### config.mk
export PLATFORM = sky130hd
export DESIGN_NAME = axi_pixel_fifo_reader
export DESIGN_NICKNAME = d
export VERILOG_FILES = /design/src/rtl/axi_pixel_fifo_reader_pkg.sv /design/src/rtl/pixel_skid_buffer_2.sv /design/src/rtl/axi_pixel_fifo_reader.sv
export SDC_FILE = /design/constraint.sdc
export NUM_CORES = 1
export LEC_CHECK = 0
export CAP_MARGIN = 30
export CORE_MARGIN = 5
export CORE_UTILIZATION = 60
export DETAILED_ROUTE_END_ITERATION = 16
export DONT_BUFFER_PORTS = 1
export GPL_TIMING_DRIVEN = 0
export PLACE_DENSITY = 0.76
export SETUP_SLACK_MARGIN = 0.05
export SLEW_MARGIN = 25
export SYNTH_ARGS = -nofsm -noshare
export SYNTH_HDL_FRONTEND = slang
export SYNTH_HIERARCHICAL = 1
export SYNTH_SLANG_ARGS = --single-unit
### constraint.sdc
create_clock -name clk -period 4.5 [get_ports clk]
set_input_delay 0.9 -clock clk [delete_from_list [all_inputs] [get_ports clk]]
set_output_delay 0.9 -clock clk [all_outputs]
set_load 0.01 [all_outputs]
### src/rtl/axi_pixel_fifo_reader_pkg.sv
// Pixel type and the channel conversion used when pixels enter the output buffer.
package axi_pixel_fifo_reader_pkg;

  localparam int PIXEL_W = 24;

  typedef logic [PIXEL_W-1:0] pixel_t;

  // Flipping each channel MSB maps unsigned 0..255 onto signed -128..127.
  function automatic pixel_t zero_center(input pixel_t p, input bit enable);
    return enable ? (p ^ 24'h808080) : p;
  endfunction

endpackage

### src/rtl/pixel_skid_buffer_2.sv
// Two-entry pixel buffer: write on push, head visible combinationally, 1-cycle push-to-head.
// No internal backpressure; the upstream credit rule must never push into a full buffer.
module pixel_skid_buffer_2 #(
  parameter int WIDTH = 24
) (
  input  logic             clk,
  input  logic             rst_n,
  input  logic             push,
  input  logic [WIDTH-1:0] push_data,
  input  logic             pop,
  output logic [WIDTH-1:0] head,
  output logic [1:0]       count
);

  logic [WIDTH-1:0] mem [2];
  logic             head_ptr;
  logic             tail_ptr;

  always_ff @(posedge clk or negedge rst_n) begin
    if (!rst_n) begin
      head_ptr <= 1'b0;
      tail_ptr <= 1'b0;
      count    <= 2'd0;
    end else begin
      if (push) tail_ptr <= ~tail_ptr;
      if (pop)  head_ptr <= ~head_ptr;
      case ({push, pop})
        2'b10:   count <= count + 2'd1;
        2'b01:   count <= count - 2'd1;
        default: count <= count;
      endcase
    end
  end

  // Storage carries no reset: contents are only observed while count is non-zero.
  always_ff @(posedge clk) begin
    if (push) mem[tail_ptr] <= push_data;
  end

  assign head = mem[head_ptr];

  count_bound: assert property (@(posedge clk) disable iff (!rst_n) count <= 2'd2);
  no_overflow: assert property (@(posedge clk) disable iff (!rst_n) !(push && !pop && count == 2'd2));
  no_underflow: assert property (@(posedge clk) disable iff (!rst_n) !(pop && count == 2'd0));

endmodule

### src/rtl/axi_pixel_fifo_reader.sv
// Drains the RGB pixel FIFO into a tagged valid/ready raster stream; first pixel 2 cycles after
// the FIFO goes non-empty, then 1 pixel/cycle; o_ready low stalls with at most 2 pixels held.
module axi_pixel_fifo_reader
  import axi_pixel_fifo_reader_pkg::*;
#(
  parameter int IN_WIDTH    = 512,
  parameter int IN_HEIGHT   = 256,
  parameter int ZERO_CENTER = 1
) (
  input  logic                         clk,
  input  logic                         rst_n,
  input  logic [23:0]                  fifo_rd_data,
  input  logic                         fifo_empty,
  output logic                         fifo_rd_en,
  input  logic                         en,
  output logic [23:0]                  o_data,
  output logic                         o_valid,
  input  logic                         o_ready,
  output logic [$clog2(IN_HEIGHT)-1:0] o_row,
  output logic [$clog2(IN_WIDTH)-1:0]  o_col,
  output logic                         o_sof,
  output logic                         o_eol,
  output logic                         o_eof,
  output logic                         frame_done
);

  localparam int RW = $clog2(IN_HEIGHT);
  localparam int CW = $clog2(IN_WIDTH);

  logic          inflight;
  logic [1:0]    count;
  logic [2:0]    used;
  logic          hs;
  logic          last_col;
  logic          last_row;
  logic [RW-1:0] row;
  logic [CW-1:0] col;
  pixel_t        conv_data;

  assign o_valid = (count != 2'd0);
  assign hs      = o_valid && o_ready;

  // A pop this cycle frees a slot by the time the requested word lands, so it
  // counts as a credit; without it a steady stream would bubble every other cycle.
  assign used       = {1'b0, count} + {2'b00, inflight};
  assign fifo_rd_en = rst_n && en && !fifo_empty && (used < (3'd2 + {2'b00, hs}));

  assign conv_data = zero_center(fifo_rd_data, ZERO_CENTER != 0);

  pixel_skid_buffer_2 #(.WIDTH(PIXEL_W)) u_buf (
    .clk       (clk),
    .rst_n     (rst_n),
    .push      (inflight),
    .push_data (conv_data),
    .pop       (hs),
    .head      (o_data),
    .count     (count)
  );

  assign last_col = (col == CW'(IN_WIDTH - 1));
  assign last_row = (row == RW'(IN_HEIGHT - 1));

  always_ff @(posedge clk or negedge rst_n) begin
    if (!rst_n) begin
      inflight   <= 1'b0;
      row        <= '0;
      col        <= '0;
      frame_done <= 1'b0;
    end else begin
      inflight   <= fifo_rd_en;
      frame_done <= hs && last_col && last_row;
      if (hs) begin
        if (last_col) begin
          col <= '0;
          row <= last_row ? '0 : row + 1'b1;
        end else begin
          col <= col + 1'b1;
        end
      end
    end
  end

  assign o_row = row;
  assign o_col = col;
  assign o_sof = o_valid && (row == '0) && (col == '0);
  assign o_eol = o_valid && last_col;
  assign o_eof = o_valid && last_col && last_row;

endmodule

==> results.toml, run 1 <==
[outcome]
status = "finished clean"

[logic_synthesis]
ys_warn_count = 6
yosys.area.top_type = "edfxtp_1"
ys_seq_elements = 71
synth_cells = 205
async_flop_share_pct = 32.4
syn_nets = 243
synthTopCellsByArea = "edfxtp_1, dfrtp_1, mux2_4"
avgSynthCellArea_um2 = 15.2
ys_types = 42
synth_edf_count = 48
netlist.area_leader.share_pct = 46.3
seq_area_frac_synth_pct = 64.8
yosys_most_used_dff = "edfxtp_1"
syn_area_mm2 = 0.00311

[sta]
finalCritPeriodShare_pct = 68.0
hold_viol_final = 0
tns_ps = 0
slew_violations = 0
rsz0062_at_grt = "no"
fin_crit_ps = 3060
timing.fmax_mhz = 327
finalClockSkew_ps = 8.04
worst_pin_slew_ps = 740
setup_viol_count_final = 0
relSlewSlack_pct = 50.0

[run]
max_cap_viol_count = 0

[setup_path]
worstSetupPathType = "register to output pin"
crit_slowest_cell = "dfrtp_1"
cp_cell_sequence = "ha_1 > nand3_1 > nor2_1 > ha_1 > inv_1 > nor3b_1"
path_common_cell = "ha_1"
crit_family = "simple AND/OR/NAND/NOR gates"
end_kind = "output pin"
critPathMaxFanout = 5
arrival_ps = 2160
critPathBufInv = 1
cp.required_ps = 3600
slowest_delay_ps = 470
start_kind = "register"

[grt]
grt_start_max_net_pins = 25
grt.busiest_layer = "met2"
antenna_found_initial = 0
met2_usage_pct = 31.0
grt_pass1_wl_um = 9260
grt.overflow.total = 0
grt.total_usage_pct = 18.7
met1_usage_pct = 22.1
gr-usage-met3_pct = 6.58
grt_pass1_vias = 1865

[power_and_ir_drop]
clockPowerShare_pct = 28.2
p_int_mw = 1.33
p_sw_mw = 0.572
vdd_drop_max_mv = 0.392
leakagePower_nw = 1.35
p_seq_share_pct = 46.7
cellPowerDensity_mw_per_mm2 = 554
finalPower_mw = 1.90
switching_share_pct = 30.1
p_comb_share_pct = 25.1

[floorplan]
die_w_um = 82.0
num_io_pins = 76
dieArea_mm2 = 0.00673
rows = 26
core_mm2 = 0.00507
die_h_um = 82.0
start_util_pct = 61.3

[layout]
area_delta_synth_final_pct = 10.4
layout_commonest_cell = "edfxtp_1"
seqCellArea_mm2 = 0.00202
final_cell_mix = "edfxtp_1, dfrtp_1, mux2_4"
nets = 255
n_antenna_cell = 0
drive_gt1_share_pct = 21.6
multi_input_area_um2 = 990
fillers = 376

[cts]
cts_tree = "built"
htreeDepth = 3
insertion_delay_ps = 330
cts.clk_slew.worst_paths_ps = 80
cts-root-buf = "clkbuf_8"
post-cts-setup-buffers = 0
clockBufferDepth = 2
cts.sinks = 71
cts.repair.resized = 0
hold_buffers = 0
cts_made_buffers = 9

[routing]
route.detailed.drc = 0
wl_um = 5910
routedWlPerCell_um = 20.3
num_vias = 1713
vias_per_cell = 5.87
drtPass1Iterations = 4
first_iter_violations = 87
ant_nets = 0

[placed_design]
dp_hpwl_um = 4170
place.gp.congestion = 0.911
io_buffers = 0

[hold_path]
min-delay-path-class = "primary input to asynchronous set/reset pin"
## synthesized netlist by cell type (2+ instances only)
cell type / count
nand4_1: 3
nor3_1: 2
nor4_1: 2
nor2_1: 8
a31o_1: 2
a21oi_1: 4
o31ai_1: 3
or3_1: 3
nand2_1: 10
xnor2_1: 3
mux2_4: 19
o21ai_0: 4
buf_12: 2
inv_1: 13
xor2_1: 6
dfrtp_1: 23
edfxtp_1: 48
or4_1: 4
mux2_2: 5
nand3_1: 6
ha_1: 9
and2_1: 2
o21ai_1: 3
nor4b_1: 3
## registers in the layout, indices dropped and copies added (netlist names)
name and cells:
frame_done 1, inflight 1, o_col 9, o_row 8
u_buf/count 2, u_buf/head_ptr 1, u_buf/mem 48, u_buf/tail_ptr 1
## kinds of logic after synthesis
logic type	after synthesis	share of synthesized area, %
and+or+nand+nor	48	8.73
buffers and inverters	19	3.62
xor gates and xnor gates	9	2.53
DFF	71	64.8
muxes	25	11.3
adders and majority gates	9	3.62
AOI/OAI and AO/OA	24	5.39
## layout make-up
type,count,share of cell area [%]
inverters,14,1.53
plain buffers,5,1.75
well taps,70,2.55
flip-flops and latches,71,58.7
repair buffers,1,0.437
multi-input cells,115,28.8
clock buffers,10,3.72
clock inverters,6,2.48
## stage by stage
step                      util (%)  hold WS (ps)  setup WS (ps)  area (um^2)  cells
final                         67.7           251           1440         3430    292
after global routing          67.7           230           1280         3430    292
after CTS                     67.7           233           1400         3430    292
after detailed placement      63.5           517           1670         3220    276
after global placement        63.0           468           1720         3200    275
after floorplan                  -           454           1860         3110    205
## power by group through the flow
stage / Combinational, mW / Sequential (mW) / Clock, mW
floorplan: 0.410 / 0.871 / 0
global placement: 0.458 / 0.893 / 0
detailed placement: 0.483 / 0.900 / 0
CTS: 0.487 / 0.889 / 0.548
global route: 0.521 / 0.901 / 0.576
finish: 0.478 / 0.888 / 0.536
## per-layer routing
metal	routed length, um	part of all wire [%]	up-vias
li1	-	-	788
met1	2210	37	853
met2	3040	51	65
met3	582	9.8	7
met4	85	1.4	0
met5	0	0	-
## path summary, 6_finish.rpt
path | from | endpoint | slack, ps | cells past startpoint
max reg2reg | o_col[1] | o_row[5] | 2220 | 7
min | rst_n | o_row[1] | 250 | 0
min in group clk | inflight | u_buf/tail_ptr | 520 | 1
max in group asynchronous | rst_n | inflight | 4170 | 0
max | o_col[1] | o_eof | 1440 | 6
min reg2reg | inflight | u_buf/tail_ptr | 520 | 1
(Power assumes the default switching activity.)
==> run 2: changes to the inputs <==
--- a/config.mk
+++ b/config.mk
@@ -7,11 +7,11 @@
 export LEC_CHECK = 0
 export CAP_MARGIN = 30
 export CORE_MARGIN = 5
-export CORE_UTILIZATION = 60
+export CORE_UTILIZATION = 56
 export DETAILED_ROUTE_END_ITERATION = 16
 export DONT_BUFFER_PORTS = 1
 export GPL_TIMING_DRIVEN = 0
-export PLACE_DENSITY = 0.76
+export PLACE_DENSITY = 0.74
 export SETUP_SLACK_MARGIN = 0.05
 export SLEW_MARGIN = 25
 export SYNTH_ARGS = -nofsm -noshare
==> constraint.sdc (replaced) <==
create_clock -name clk -period 2.51 [get_ports clk]
set_input_delay 0.502 -clock clk [delete_from_list [all_inputs] [get_ports clk]]
set_output_delay 0.502 -clock clk [all_outputs]
set_load 0.01 [all_outputs]
==> run 2 against run 1 <==
  * Register-to-register slack got worse by 1800 ps
  * Die area up 6.3%
  * Total power grew 75%
  * Count of clock-buffer cells in the layout did not move
  * First-iteration DRC count fell by 33%
  * Cell area increased by 1.2%
  * Largest power group unchanged
  * Highest routed layer unchanged
==> results.toml, run 2 (synthesis results as in run 1) <==
[sta]
worst_pin_slew_ps = 709
finalClockSkew_ps = 6.52
hold_viol_final = 0
tns_ps = 0
relSlewSlack_pct = 52.6
finalCritPeriodShare_pct = 92.5
timing.fmax_mhz = 431
slew_violations = 0
fin_crit_ps = 2320
rsz0062_at_grt = "no"
setup_viol_count_final = 0

[layout]
area_delta_synth_final_pct = 11.7
final_cell_mix = "edfxtp_1, mux2_4, dfrtp_1"
postLayoutCoreUtil_pct = 63.9
n_antenna_cell = 0
layout_commonest_cell = "edfxtp_1"
nets = 258
drive_gt1_share_pct = 28.4
largest_register_ffs = 48
top_register = "u_buf/mem"

[outcome]
status = "finished clean"

[setup_path]
startpoint = "o_row[5]"
arrival_ps = 1820
cp.required_ps = 2010
critPathMaxFanout = 6
start_kind = "register"
timing.rr.start = "o_col[1]"
end_kind = "output pin"
worstSetupPathType = "register to output pin"

[floorplan]
start_util_pct = 57.2
die_w_um = 84.5
die_h_um = 84.5
num_io_pins = 76
rows = 27
core_mm2 = 0.00544
dieArea_mm2 = 0.00715

[power_and_ir_drop]
leakagePower_nw = 1.36
vdd_drop_max_mv = 0.604
cellPowerDensity_mw_per_mm2 = 957
finalPower_mw = 3.33

[routing]
routedWlPerCell_um = 19.7
vias_per_cell = 5.79
ant_nets = 0
route.detailed.drc = 0
num_vias = 1721
wl_um = 5840
first_iter_violations = 58
drtPass1Iterations = 4

[cts]
cts.sinks = 71
cts_made_buffers = 9
cts_tree = "built"
htreeDepth = 3
insertion_delay_ps = 330
cts.clk_slew.worst_paths_ps = 80
clockBufferDepth = 2
cts-root-buf = "clkbuf_8"

[placed_design]
io_buffers = 0
dp_hpwl_um = 4060
place.gp.congestion = 0.819

[run]
max_cap_viol_count = 0

[hold_path]
min-delay-path-class = "primary input to asynchronous set/reset pin"

[grt]
antenna_found_initial = 0
grt.overflow.total = 0
grt_pass1_vias = 1824
grt_start_max_net_pins = 25
grt.total_usage_pct = 17.2
grt_pass1_wl_um = 9260
[run 2: changes by cell type in the layout (fill, tap and decap cells not counted), moves of 2 or more]
cell / previous run / this run
buf_4: 0 / 3
clkinv_2: 1 / 3
dfrtp_1: 23 / 18
dfrtp_2: 0 / 5
nor4b_1: 3 / 0
nor4b_2: 0 / 2
[run 2: worst paths after layout]
path / endpoint / slack (ps) / cells after the start
hold reg to reg: u_buf/tail_ptr / 520 / 1
hold / removal: o_row[7] / 140 / 1
setup reg to reg: o_row[5] / 410 / 8
max in group asynchronous: o_col[3] / 1980 / 1
min in group clk: u_buf/mem[0][11] / 260 / 0
setup / recovery: o_eof / 190 / 3
[run 2: layer usage]
metal / wire [um] / track usage, % / vias to the layer above
met5: 0 / 0 / -
met2: 3060 / 28.8 / 74
li1: - / - / 795
met1: 2100 / 18.4 / 844
met4: 69 / 6.04 / 0
met3: 608 / 9.32 / 8
[run 2: cell type report]
| type | instances | area [um^2] |
|---|---|---|
| clock buffer | 10 | 128 |
| multi-input combinational | 115 | 1030 |
| timing repair buffer | 4 | 27.5 |
| inverter | 14 | 52.6 |
| buffer | 5 | 60.1 |
| tap | 72 | 90.1 |
| clock inverter | 6 | 61.3 |
| fill | 416 | 1960 |
| sequential | 71 | 2020 |
[run 2: timing repair]
| action | in CTS | in global routing |
|---|---|---|
| hold buffers | 1 | 0 |
| hold endpoints to repair | 23 | 0 |
| setup buffers | 0 | 3 |
| gates resized for setup | 6 | 7 |
| endpoints found under the setup margin | 3 | 2 |
[run 2: worst max-delay path: stages (launching register included)]
cell     delay (ps)
dfrtp_1         530
nand4_1         250
or3_1           440
nor3b_4         260
[run 2: stage by stage]
stage                     instance area, um^2  cells  setup slack [ps]  hold WS [ps]
after floorplan                          3110    205               538           206
after global placement                   3200    277               110           207
after detailed placement                 3210    277               226           207
after CTS                                3430    294              55.9           246
after global routing                     3480    297              53.5           157
final                                    3480    297               189           136
[run 2: report_power, final]
| group | internal (mW) | switching, mW |
|---|---|---|
| clock network | 0.456 | 0.409 |
| registers | 1.40 | 0.196 |
| logic | 0.438 | 0.427 |
